===== config.mk =====
export PLATFORM = sky130hd
export DESIGN_NAME = regfile_write_arbiter
export DESIGN_NICKNAME = d
export VERILOG_FILES = /design/src/rtl/regfile_write_arbiter_pkg.sv /design/src/rtl/regfile_wr_fifo.sv /design/src/rtl/regfile_write_arbiter.sv
export SDC_FILE = /design/constraint.sdc
export NUM_CORES = 1
export LEC_CHECK = 0
export CORE_MARGIN = 1.5
export CORE_UTILIZATION = 40
export CTS_CLUSTER_DIAMETER = 30
export DETAILED_ROUTE_END_ITERATION = 6
export GPL_TIMING_DRIVEN = 0
export PLACE_DENSITY = 0.73
export SLEW_MARGIN = 10
export SYNTH_ARGS = -nofsm -noshare
export SYNTH_HDL_FRONTEND = slang
export SYNTH_SLANG_ARGS = --single-unit

===== constraint.sdc =====
create_clock -name clk -period 10.5 [get_ports clk]
set_clock_uncertainty 0.15 [all_clocks]
set_input_delay 2.1 -clock clk [delete_from_list [all_inputs] [get_ports clk]]
set_output_delay 2.1 -clock clk [all_outputs]
set_load 0.01 [all_outputs]

===== src/rtl/regfile_write_arbiter_pkg.sv =====
// regfile_write_arbiter_pkg: shared widths, FSM encoding and FIFO entry type for the regfile write arbiter
package regfile_write_arbiter_pkg;
  localparam int DATA_W = 32;
  localparam int REG_W = 5;
  localparam logic [REG_W-1:0] REG_ZERO = 5'd0;
  localparam logic [1:0] ST_NORMAL = 2'd0;
  localparam logic [1:0] ST_STARVE = 2'd1;
  localparam logic [1:0] ST_DRAIN = 2'd2;
  typedef struct packed {
    logic [REG_W-1:0] rg;
    logic [DATA_W-1:0] data;
  } wr_entry_t;
endpackage


===== src/rtl/regfile_wr_fifo.sv =====
// regfile_wr_fifo: circular FIFO of pending multicycle {reg,data} writes
module regfile_wr_fifo
  import regfile_write_arbiter_pkg::*;
#(
  parameter int DEPTH = 2,
  localparam int AW = $clog2(DEPTH)
) (
  input  logic      clk,
  input  logic      reset_n,
  input  logic      i_push,
  input  logic      i_pop,
  input  wr_entry_t i_data,
  output logic      o_full,
  output logic      o_empty,
  output logic [AW:0] o_count,
  output wr_entry_t o_head
);
  logic [AW-1:0] r_wptr, r_rptr;
  logic [AW:0] r_count;
  wr_entry_t r_mem [DEPTH];
  logic w_push, w_pop;
  assign w_push = i_push && !o_full;
  assign w_pop = i_pop && !o_empty;
  always_ff @(posedge clk) begin
    if (!reset_n) begin
      r_wptr <= '0;
      r_rptr <= '0;
      r_count <= '0;
    end else begin
      if (w_push) r_wptr <= r_wptr + 1'b1;
      if (w_pop) r_rptr <= r_rptr + 1'b1;
      r_count <= r_count + (AW+1)'(w_push) - (AW+1)'(w_pop);
    end
  end
  always_ff @(posedge clk) begin
    if (w_push) r_mem[r_wptr] <= i_data;
  end
  assign o_full = r_count == (AW+1)'(DEPTH);
  assign o_empty = r_count == '0;
  assign o_count = r_count;
  assign o_head = r_mem[r_rptr];
endmodule


===== src/rtl/regfile_write_arbiter.sv =====
// regfile_write_arbiter: shares the regfile write port between writeback and a buffered multicycle unit
module regfile_write_arbiter
  import regfile_write_arbiter_pkg::*;
#(
  parameter int DEPTH = 2,
  parameter int MAX_WAIT = 3
) (
  input  logic        clk,
  input  logic        reset_n,
  input  logic        wb_valid,
  input  logic [4:0]  wb_reg,
  input  logic [31:0] wb_data,
  output logic        wb_stall,
  input  logic        mc_valid,
  output logic        mc_ready,
  input  logic [4:0]  mc_reg,
  input  logic [31:0] mc_data,
  input  logic        drain_req,
  output logic        drain_done,
  output logic        mc_pending,
  output logic        RegWrite,
  output logic [4:0]  Writereg,
  output logic [31:0] Writedata
);
  localparam int AW = $clog2(DEPTH);
  localparam int WW = $clog2(MAX_WAIT + 1);
  localparam logic [WW-1:0] WAIT_MAX = WW'(MAX_WAIT);
  logic [1:0] r_state, w_state_nxt;
  logic [WW-1:0] r_wait, w_wait_nxt;
  logic r_regwrite, r_drain_done;
  logic [4:0] r_writereg;
  logic [31:0] r_writedata;
  logic w_full, w_empty, w_push, w_pop, w_wb_win, w_done;
  logic [AW:0] w_count, w_count_nxt;
  wr_entry_t w_head;
  regfile_wr_fifo #(.DEPTH(DEPTH)) u_fifo (
    .clk(clk),
    .reset_n(reset_n),
    .i_push(w_push),
    .i_pop(w_pop),
    .i_data('{rg: mc_reg, data: mc_data}),
    .o_full(w_full),
    .o_empty(w_empty),
    .o_count(w_count),
    .o_head(w_head)
  );
  assign mc_ready = reset_n && r_state != ST_DRAIN && !w_full;
  assign wb_stall = !reset_n || r_state == ST_STARVE || r_state == ST_DRAIN || (r_wait == WAIT_MAX && !w_empty);
  // r0 results are acknowledged but never reach the FIFO or the port
  assign w_push = mc_valid && mc_ready && mc_reg != REG_ZERO;
  assign w_wb_win = wb_valid && !wb_stall && wb_reg != REG_ZERO;
  assign w_pop = reset_n && !w_wb_win && !w_empty;
  assign w_count_nxt = w_count + (AW+1)'(w_push) - (AW+1)'(w_pop);
  assign w_done = r_state == ST_DRAIN && w_count_nxt == '0;
  always_comb begin
    w_wait_nxt = (w_pop || w_count_nxt == '0) ? '0 :
                 (w_wb_win && !w_empty && r_wait != WAIT_MAX) ? r_wait + 1'b1 : r_wait;
    // STARVE is entered one cycle ahead so the head wins exactly when the counter saturates
    w_state_nxt = (r_state == ST_DRAIN) ? (w_done ? ST_NORMAL : ST_DRAIN) :
                  drain_req ? ST_DRAIN :
                  (r_state == ST_NORMAL && w_wait_nxt == WAIT_MAX && w_count_nxt != '0) ? ST_STARVE : ST_NORMAL;
  end
  always_ff @(posedge clk) begin
    if (!reset_n) begin
      r_state <= ST_NORMAL;
      r_wait <= '0;
      r_regwrite <= 1'b0;
      r_writereg <= '0;
      r_writedata <= '0;
      r_drain_done <= 1'b0;
    end else begin
      r_state <= w_state_nxt;
      r_wait <= w_wait_nxt;
      r_drain_done <= w_done;
      r_regwrite <= w_wb_win || w_pop;
      if (w_wb_win) begin
        r_writereg <= wb_reg;
        r_writedata <= wb_data;
      end else if (w_pop) begin
        r_writereg <= w_head.rg;
        r_writedata <= w_head.data;
      end
    end
  end
  assign RegWrite = r_regwrite;
  assign Writereg = r_writereg;
  assign Writedata = r_writedata;
  assign drain_done = r_drain_done;
  assign mc_pending = !w_empty;
endmodule

==> impl_metrics.xml, run 1 <==
<?xml version="1.0" encoding="UTF-8"?>
<metrics>
  <group name="outcome">
    <metric name="status" unit="">complete, but fails checks</metric>
    <metric name="violations_in_the_final_reports" unit="">design-rule violations</metric>
  </group>
  <group name="grt">
    <metric name="grt.overflow.total" unit="">0</metric>
    <metric name="grt_first_pass_wirelength" unit="microns">18400</metric>
    <metric name="antenna_found_initial" unit="">0</metric>
    <metric name="global_route.usage.total" unit="%">19.2</metric>
    <metric name="first_global_vias" unit="">3642</metric>
    <metric name="grt_max_degree" unit="">23</metric>
  </group>
  <group name="clock_tree">
    <metric name="clock_sink_total" unit="">122</metric>
    <metric name="max-clock-path-buffers" unit="">2</metric>
    <metric name="clock_tree.htree_level_count" unit="">4</metric>
    <metric name="holdBufCountCts" unit="">0</metric>
    <metric name="post_cts.repair.setup_buffers" unit="">0</metric>
    <metric name="cts.clk_slew.worst_paths" unit="ns">0.05</metric>
    <metric name="post_cts.resized_instances" unit="">0</metric>
    <metric name="cts-buffers-inserted" unit="">17</metric>
    <metric name="tritoncts" unit="">yes</metric>
    <metric name="worst_skew_pair.late_latency" unit="ns">0.41</metric>
    <metric name="cts_root_buf" unit="">clkbuf_16</metric>
  </group>
  <group name="die">
    <metric name="initial_utilization" unit="%">41.5</metric>
    <metric name="die_height" unit="microns">112</metric>
    <metric name="placeableCoreArea" unit="sq um">11500</metric>
    <metric name="fp-row-count" unit="">39</metric>
    <metric name="die_width" unit="microns">112</metric>
    <metric name="floorplan.die_area" unit="sq um">12600</metric>
    <metric name="io_pins" unit="">121</metric>
  </group>
  <group name="sta">
    <metric name="timing_hold_violations_final" unit="">0</metric>
    <metric name="finalCritPeriodShare" unit="%">56.1</metric>
    <metric name="slew-limit-headroom" unit="%">59.8</metric>
    <metric name="final_critical_path_required_period" unit="ns">5.89</metric>
    <metric name="max_freq" unit="GHz">0.170</metric>
    <metric name="unrepaired_setup_endpoints_after_global_routing" unit="">false</metric>
    <metric name="setup_viol_count_final" unit="">0</metric>
    <metric name="worst-slew-pin-transition" unit="ns">0.601</metric>
    <metric name="timing_max_transition_violations_final" unit="">0</metric>
    <metric name="tns" unit="ns">0</metric>
  </group>
  <group name="detailed_routing">
    <metric name="drtPass1Iterations" unit="">7</metric>
    <metric name="route.detailed.vias_per_inst" unit="">5.12</metric>
    <metric name="drt-total-wl" unit="microns">11700</metric>
    <metric name="vias" unit="">3493</metric>
    <metric name="ant_nets" unit="">0</metric>
    <metric name="detail_route.drc_violations" unit="">5</metric>
    <metric name="drt_first_iter_violations" unit="">167</metric>
    <metric name="drt-wirelength-per-cell" unit="microns">17.2</metric>
  </group>
  <group name="yosys">
    <metric name="synth.distinct_cells" unit="">30</metric>
    <metric name="synth_seq_area_share" unit="%">66.6</metric>
    <metric name="postSynthRegisterBits" unit="">122</metric>
    <metric name="prevailing_post_synth_register_cell" unit="">edfxtp_1</metric>
    <metric name="synth_edf_count" unit="">74</metric>
    <metric name="netlist_top_cells_area" unit="">edfxtp_1 46%, dfxtp_1 20%, mux2i_1 8.6%</metric>
    <metric name="post-synth-top-area-fraction" unit="%">46.5</metric>
    <metric name="post-synth-top-area-cell" unit="">edfxtp_1</metric>
    <metric name="mappedNetlistNets" unit="">470</metric>
    <metric name="synth.yosys.warnings" unit="">0</metric>
    <metric name="asyncSetResetFlopFracSynth" unit="%">0</metric>
    <metric name="cell_area_after_synthesis" unit="sq um">4780</metric>
    <metric name="syn_area_per_cell" unit="sq um">12.4</metric>
    <metric name="postSynthCellCount" unit="">386</metric>
  </group>
  <group name="cells_and_area">
    <metric name="diodes" unit="">0</metric>
    <metric name="finalNetCount" unit="">610</metric>
    <metric name="mostFrequentLayoutCells" unit="">119 x clkdlybuf4s50_1, 74 x edfxtp_1, 71 x nand2_1</metric>
    <metric name="commonest_non_fill_non_tap_cell_in_the_layout" unit="">clkdlybuf4s50_1</metric>
    <metric name="fraction_of_final_layout_cells_sized_beyond_drive_strength_1" unit="%">8.72</metric>
    <metric name="fillers" unit="">985</metric>
    <metric name="design_area" unit="sq um">6810</metric>
    <metric name="synthToLayoutAreaGrowth" unit="%">42.5</metric>
  </group>
  <group name="critical_path">
    <metric name="timing.setup.critical_path_class" unit="">input pin to output port</metric>
    <metric name="critPathMaxFanout" unit="">10</metric>
    <metric name="critical_path_arrival" unit="ns">3.64</metric>
    <metric name="required" unit="ns">8.25</metric>
    <metric name="crit-reg2reg-launch" unit="">u_fifo.o_count[1]$_SDFF_PN0_</metric>
    <metric name="critical_path_start_type" unit="">input pin</metric>
    <metric name="regToRegSetupSlack" unit="ns">7.20</metric>
    <metric name="rr_endpoint" unit="">r_state[1]$_SDFF_PN0_</metric>
    <metric name="worst_r2r_path_depth" unit="">14</metric>
    <metric name="worst_setup_path_end_kind" unit="">output port</metric>
  </group>
  <group name="power_and_ir_drop">
    <metric name="power.share.combinational" unit="%">33.1</metric>
    <metric name="net-switching-power" unit="W">0.000584</metric>
    <metric name="p_sw_share" unit="%">31.3</metric>
    <metric name="power.density_cell_area" unit="nW/um^2">274</metric>
    <metric name="intPower" unit="W">0.00128</metric>
    <metric name="power.ir.vdd_worst" unit="V">0.000113</metric>
    <metric name="power_frac_seq" unit="%">35.7</metric>
    <metric name="cellLeakagePower" unit="nW">2.38</metric>
    <metric name="share_clk_of_total_power" unit="%">31.2</metric>
  </group>
  <group name="hold_path">
    <metric name="timing.hold.worst.class" unit="">register to register</metric>
    <metric name="hold_depth" unit="">2</metric>
    <metric name="min-delay-start" unit="">u_fifo.r_rptr$_SDFFE_PN0P_</metric>
  </group>
  <group name="flow_run">
    <metric name="drv.max_cap_violation_count" unit="">0</metric>
  </group>
  <group name="place">
    <metric name="gp_routability_congestion" unit="">0.766</metric>
    <metric name="dpl-instance-area" unit="sq um">6210</metric>
    <metric name="post-dp-hpwl" unit="microns">8080</metric>
    <metric name="port-buffer-count" unit="">119</metric>
  </group>
</metrics>
[state kept, by name (all words and copies together) (netlist names), 2 cells and up, named ones only]
signal,flops
Writereg,5
u_fifo.r_mem,74
u_fifo.o_count,2
r_state,2
r_wait,2
Writedata,32
[through the flow]
stage                     cells  worst slack (ns)  utilization, %  hold slack, ns  total power (W)
after detailed placement    650              4.59            54.0           0.349          0.00129
after floorplan             386              5.42               -           0.330          0.00101
after global routing        682              4.46            59.1           0.387          0.00196
after CTS                   682              4.58            59.1           0.357          0.00188
after global placement      648              4.01            53.4           0.338          0.00127
final                       682              4.61            59.1           0.357          0.00186
[layer usage]
| metal | vias up | share of wire [%] | track usage [%] | routed length [microns] |
|---|---|---|---|---|
| li1 | 1696 | - | - | - |
| met1 | 1673 | 42 | 22.6 | 4880 |
| met2 | 110 | 52 | 33.2 | 6120 |
| met3 | 14 | 4.6 | 4.70 | 543 |
| met4 | 0 | 1.6 | 8.78 | 191 |
| met5 | - | 0 | 0 | 0 |
[cell families after synthesis]
logic type / after synthesis / share of synthesized area (%)
flip-flops: 122 / 66.6
AND/OR/NAND/NOR: 99 / 8.85
AO/OA/AOI/OAI: 81 / 10.5
multiplexers: 41 / 8.58
buffers and inverters: 32 / 3.04
XOR/XNOR: 6 / 1.10
adder cells (fa/ha/maj): 5 / 1.31
[synth_stat cells (3+ instances only)]
cell type / instances
clkbuf_1: 12
buf_2: 8
buf_1: 3
or4_1: 3
inv_1: 6
xnor2_1: 4
dfxtp_1: 48
ha_1: 5
edfxtp_1: 74
nor3_1: 3
o211ai_1: 33
nor2_1: 14
mux2i_1: 41
nand2_1: 71
o21ai_0: 40
[worst max-delay path, cell delays in order]
cell and delay [ns]:
clkbuf_1 0.43, inv_1 0.19, a211o_1 0.34, inv_1 0.06
clkdlybuf4s50_1 0.52
[area by class of cell]
| class | count | area, sq um | share of cell area [%] |
|---|---|---|---|
| clock buffer | 21 | 450 | 6.61 |
| inverter | 7 | 26.3 | 0.386 |
| clock inverter | 11 | 146 | 2.15 |
| sequential | 122 | 3180 | 46.7 |
| multi-input combinational | 232 | 1460 | 21.5 |
| buffer | 25 | 119 | 1.75 |
| tap | 143 | 179 | 2.63 |
| timing repair buffer | 121 | 1250 | 18.3 |
[worst max path at each step]
| stage | endpoint | slack [ns] | startpoint | cells past startpoint |
|---|---|---|---|---|
| floorplan | mc_ready | 5.42 | reset_n | 4 |
| global placement | u_fifo.r_mem[0][3]$_DFFE_PP_ | 4.01 | reset_n | 6 |
| detailed placement | mc_ready | 4.59 | reset_n | 5 |
| CTS | mc_ready | 4.58 | reset_n | 5 |
| global route | mc_ready | 4.46 | reset_n | 5 |
| finish | mc_ready | 4.61 | reset_n | 5 |
[power groups by stage]
stage / sequential (W) / combinational, W / clock (W)
finish: 0.000666 / 0.000617 / 0.000582
global route: 0.000676 / 0.000673 / 0.000611
CTS: 0.000666 / 0.000622 / 0.000592
detailed placement: 0.000674 / 0.000617 / 0
global placement: 0.000671 / 0.000598 / 0
floorplan: 0.000696 / 0.000309 / 0
Note: power is estimated with default switching activity, not from simulation.
==> run 2, diff against run 1 <==
Settings changed: PLACE_DENSITY 0.73 to 0.76.
Clock period 10.5 ns to 5 ns, I/O delays scaled along.
==> run 2 against run 1 <==
- via count increased by 0.37%
- critical path depth unchanged
- sequential power increased by 110%
- the run still ends with design-rule violations left
- critical endpoint is now mc_pending
==> impl_metrics.xml, run 2 (synthesized netlist as in run 1, its figures left out) <==
<?xml version="1.0" encoding="UTF-8"?>
<metrics>
  <group name="clock_tree">
    <metric name="post_cts.resized_instances" unit="">0</metric>
    <metric name="cts_root_buf" unit="">clkbuf_16</metric>
    <metric name="holdBufCountCts" unit="">0</metric>
    <metric name="clock_tree.htree_level_count" unit="">4</metric>
    <metric name="max-clock-path-buffers" unit="">2</metric>
    <metric name="clock_sink_total" unit="">122</metric>
    <metric name="cts.clk_slew.worst_paths" unit="ns">0.05</metric>
    <metric name="post_cts.repair.setup_buffers" unit="">0</metric>
    <metric name="worst_skew_pair.late_latency" unit="ns">0.41</metric>
    <metric name="cts-buffers-inserted" unit="">17</metric>
    <metric name="tritoncts" unit="">yes</metric>
  </group>
  <group name="cells_and_area">
    <metric name="synthToLayoutAreaGrowth" unit="%">41.6</metric>
    <metric name="mostFrequentLayoutCells" unit="">119 x clkdlybuf4s50_1, 74 x edfxtp_1, 71 x nand2_1</metric>
    <metric name="design_area" unit="sq um">6770</metric>
    <metric name="diodes" unit="">0</metric>
    <metric name="largest_reg_flops" unit="">74</metric>
    <metric name="multi_input_logic_area" unit="sq um">1460</metric>
    <metric name="fraction_of_final_layout_cells_sized_beyond_drive_strength_1" unit="%">7.98</metric>
    <metric name="regMostFlops" unit="">u_fifo.r_mem</metric>
    <metric name="seq_area" unit="sq um">3180</metric>
    <metric name="fillers" unit="">969</metric>
    <metric name="commonest_non_fill_non_tap_cell_in_the_layout" unit="">clkdlybuf4s50_1</metric>
    <metric name="finalNetCount" unit="">610</metric>
  </group>
  <group name="critical_path">
    <metric name="required" unit="ns">3.85</metric>
    <metric name="critPathSlowestCell" unit="">clkdlybuf4s50_1</metric>
    <metric name="critPathMaxFanout" unit="">10</metric>
    <metric name="crit-reg2reg-launch" unit="">u_fifo.o_count[1]$_SDFF_PN0_</metric>
    <metric name="timing.setup.critical_path_class" unit="">register to output port</metric>
    <metric name="critical_path_start_type" unit="">register</metric>
    <metric name="worst_setup_path_end_kind" unit="">output port</metric>
    <metric name="critical_path_arrival" unit="ns">2.69</metric>
    <metric name="critical_path_cell_sequence" unit="">nor2_4, inv_2, clkbuf_1, buf_1, clkdlybuf4s50_1</metric>
    <metric name="rr_endpoint" unit="">r_state[1]$_SDFF_PN0_</metric>
    <metric name="regToRegSetupSlack" unit="ns">1.74</metric>
    <metric name="worst_r2r_path_depth" unit="">14</metric>
    <metric name="critical-path-max-stage-delay" unit="ns">0.64</metric>
  </group>
  <group name="power_and_ir_drop">
    <metric name="power.density_cell_area" unit="nW/um^2">574</metric>
    <metric name="power.ir.vdd_worst" unit="V">0.000320</metric>
    <metric name="cellLeakagePower" unit="nW">2.36</metric>
  </group>
  <group name="place">
    <metric name="port-buffer-count" unit="">119</metric>
    <metric name="dpl-instance-area" unit="sq um">6200</metric>
    <metric name="gp_routability_congestion" unit="">0.735</metric>
    <metric name="pre_cts_ws" unit="ns">0.798</metric>
    <metric name="post-dp-hpwl" unit="microns">7920</metric>
  </group>
  <group name="grt">
    <metric name="grt_busiest_layer" unit="">met2</metric>
    <metric name="grt_util_met2" unit="%">34.4</metric>
    <metric name="grt_first_pass_wirelength" unit="microns">18400</metric>
    <metric name="globalRouteMet1Util" unit="%">21.9</metric>
    <metric name="grt.overflow.total" unit="">0</metric>
    <metric name="antenna_found_initial" unit="">0</metric>
    <metric name="grt_max_degree" unit="">25</metric>
    <metric name="first_global_vias" unit="">3627</metric>
    <metric name="grt_use_met3" unit="%">6.21</metric>
    <metric name="global_route.usage.total" unit="%">19.3</metric>
  </group>
  <group name="sta">
    <metric name="finalCritPeriodShare" unit="%">76.7</metric>
    <metric name="timing.hold.ws" unit="ns">0.376</metric>
    <metric name="setup_viol_count_final" unit="">0</metric>
    <metric name="slew-limit-headroom" unit="%">62.1</metric>
    <metric name="timing_max_transition_violations_final" unit="">0</metric>
    <metric name="worst-slew-pin-transition" unit="ns">0.569</metric>
    <metric name="timing_hold_violations_final" unit="">0</metric>
    <metric name="tns" unit="ns">0</metric>
    <metric name="unrepaired_setup_endpoints_after_global_routing" unit="">false</metric>
    <metric name="final_critical_path_required_period" unit="ns">3.84</metric>
    <metric name="setup_ws" unit="ns">1.16</metric>
    <metric name="max_freq" unit="GHz">0.261</metric>
  </group>
  <group name="outcome">
    <metric name="status" unit="">complete, but fails checks</metric>
    <metric name="violations_in_the_final_reports" unit="">design-rule violations</metric>
  </group>
  <group name="die">
    <metric name="fp-row-count" unit="">39</metric>
    <metric name="die_width" unit="microns">112</metric>
    <metric name="floorplan.die_area" unit="sq um">12600</metric>
    <metric name="placeableCoreArea" unit="sq um">11500</metric>
    <metric name="die_height" unit="microns">112</metric>
    <metric name="io_pins" unit="">121</metric>
    <metric name="initial_utilization" unit="%">41.5</metric>
  </group>
  <group name="detailed_routing">
    <metric name="drtPass1Iterations" unit="">6</metric>
    <metric name="drt-total-wl" unit="microns">11500</metric>
    <metric name="route.detailed.vias_per_inst" unit="">5.14</metric>
    <metric name="drt_first_iter_violations" unit="">193</metric>
    <metric name="drt-wirelength-per-cell" unit="microns">16.9</metric>
    <metric name="vias" unit="">3506</metric>
    <metric name="ant_nets" unit="">0</metric>
    <metric name="detail_route.drc_violations" unit="">8</metric>
  </group>
  <group name="flow_run">
    <metric name="drv.max_cap_violation_count" unit="">0</metric>
  </group>
  <group name="hold_path">
    <metric name="min-delay-start" unit="">u_fifo.r_rptr$_SDFFE_PN0P_</metric>
    <metric name="hold_depth" unit="">2</metric>
    <metric name="timing.hold.worst.class" unit="">register to register</metric>
  </group>
</metrics>
[run 2: changes by cell type in the layout (fill, tap and decap cells not counted), sizes merged]
cell      previous run  this run
clkbuf              33        34
clkinvlp             2         1
[run 2: metal layers]
layer,vias up,wire [microns],share of wire (%)
met5,-,0,0
met3,14,713,6.2
li1,1695,-,-
met1,1702,4750,41
met2,95,5880,51
met4,0,149,1.3
[run 2: report_power, final]
| group | switching [W] | internal (W) |
|---|---|---|
| Combinational | 0.000695 | 0.000606 |
| Clock | 0.000409 | 0.000775 |
| Sequential | 0.000115 | 0.00129 |
[run 2: how the worst max path moves through the flow]
stage / start / end / cells after the start
after floorplan: reset_n / u_fifo.r_mem[0][0]$_DFFE_PP_ / 6
after global placement: reset_n / u_fifo.r_mem[0][3]$_DFFE_PP_ / 6
after detailed placement: wb_reg[0] / r_state[1]$_SDFF_PN0_ / 14
after CTS: u_fifo.o_count[1]$_SDFF_PN0_ / mc_pending / 5
after global routing: wb_reg[0] / drain_done$_SDFF_PN0_ / 14
final: u_fifo.o_count[1]$_SDFF_PN0_ / mc_pending / 5
[run 2: stage by stage]
| stage | instances | total power, W | utilization (%) |
|---|---|---|---|
| floorplan | 386 | 0.00211 | - |
| detailed placement | 650 | 0.00272 | 53.8 |
| global placement | 648 | 0.00267 | 53.4 |
| global route | 682 | 0.00409 | 58.8 |
| CTS | 682 | 0.00392 | 58.8 |
| finish | 682 | 0.00389 | 58.8 |
[run 2: layout make-up]
class | instances | area share (%)
buffer | 25 | 1.76
clock buffer | 22 | 6.56
clock inverter | 10 | 1.85
inverter | 7 | 0.388
multi-input combinational | 232 | 21.6
sequential | 122 | 47.0
tap | 143 | 2.64
timing repair buffer | 121 | 18.2
[run 2: critical path, delay by kind of cell, from the launching register on]
kind	cells	cell delay [ns]
flip-flops	1	0.50
AND/OR/NAND/NOR	1	0.10
buffers and inverters	4	1.67
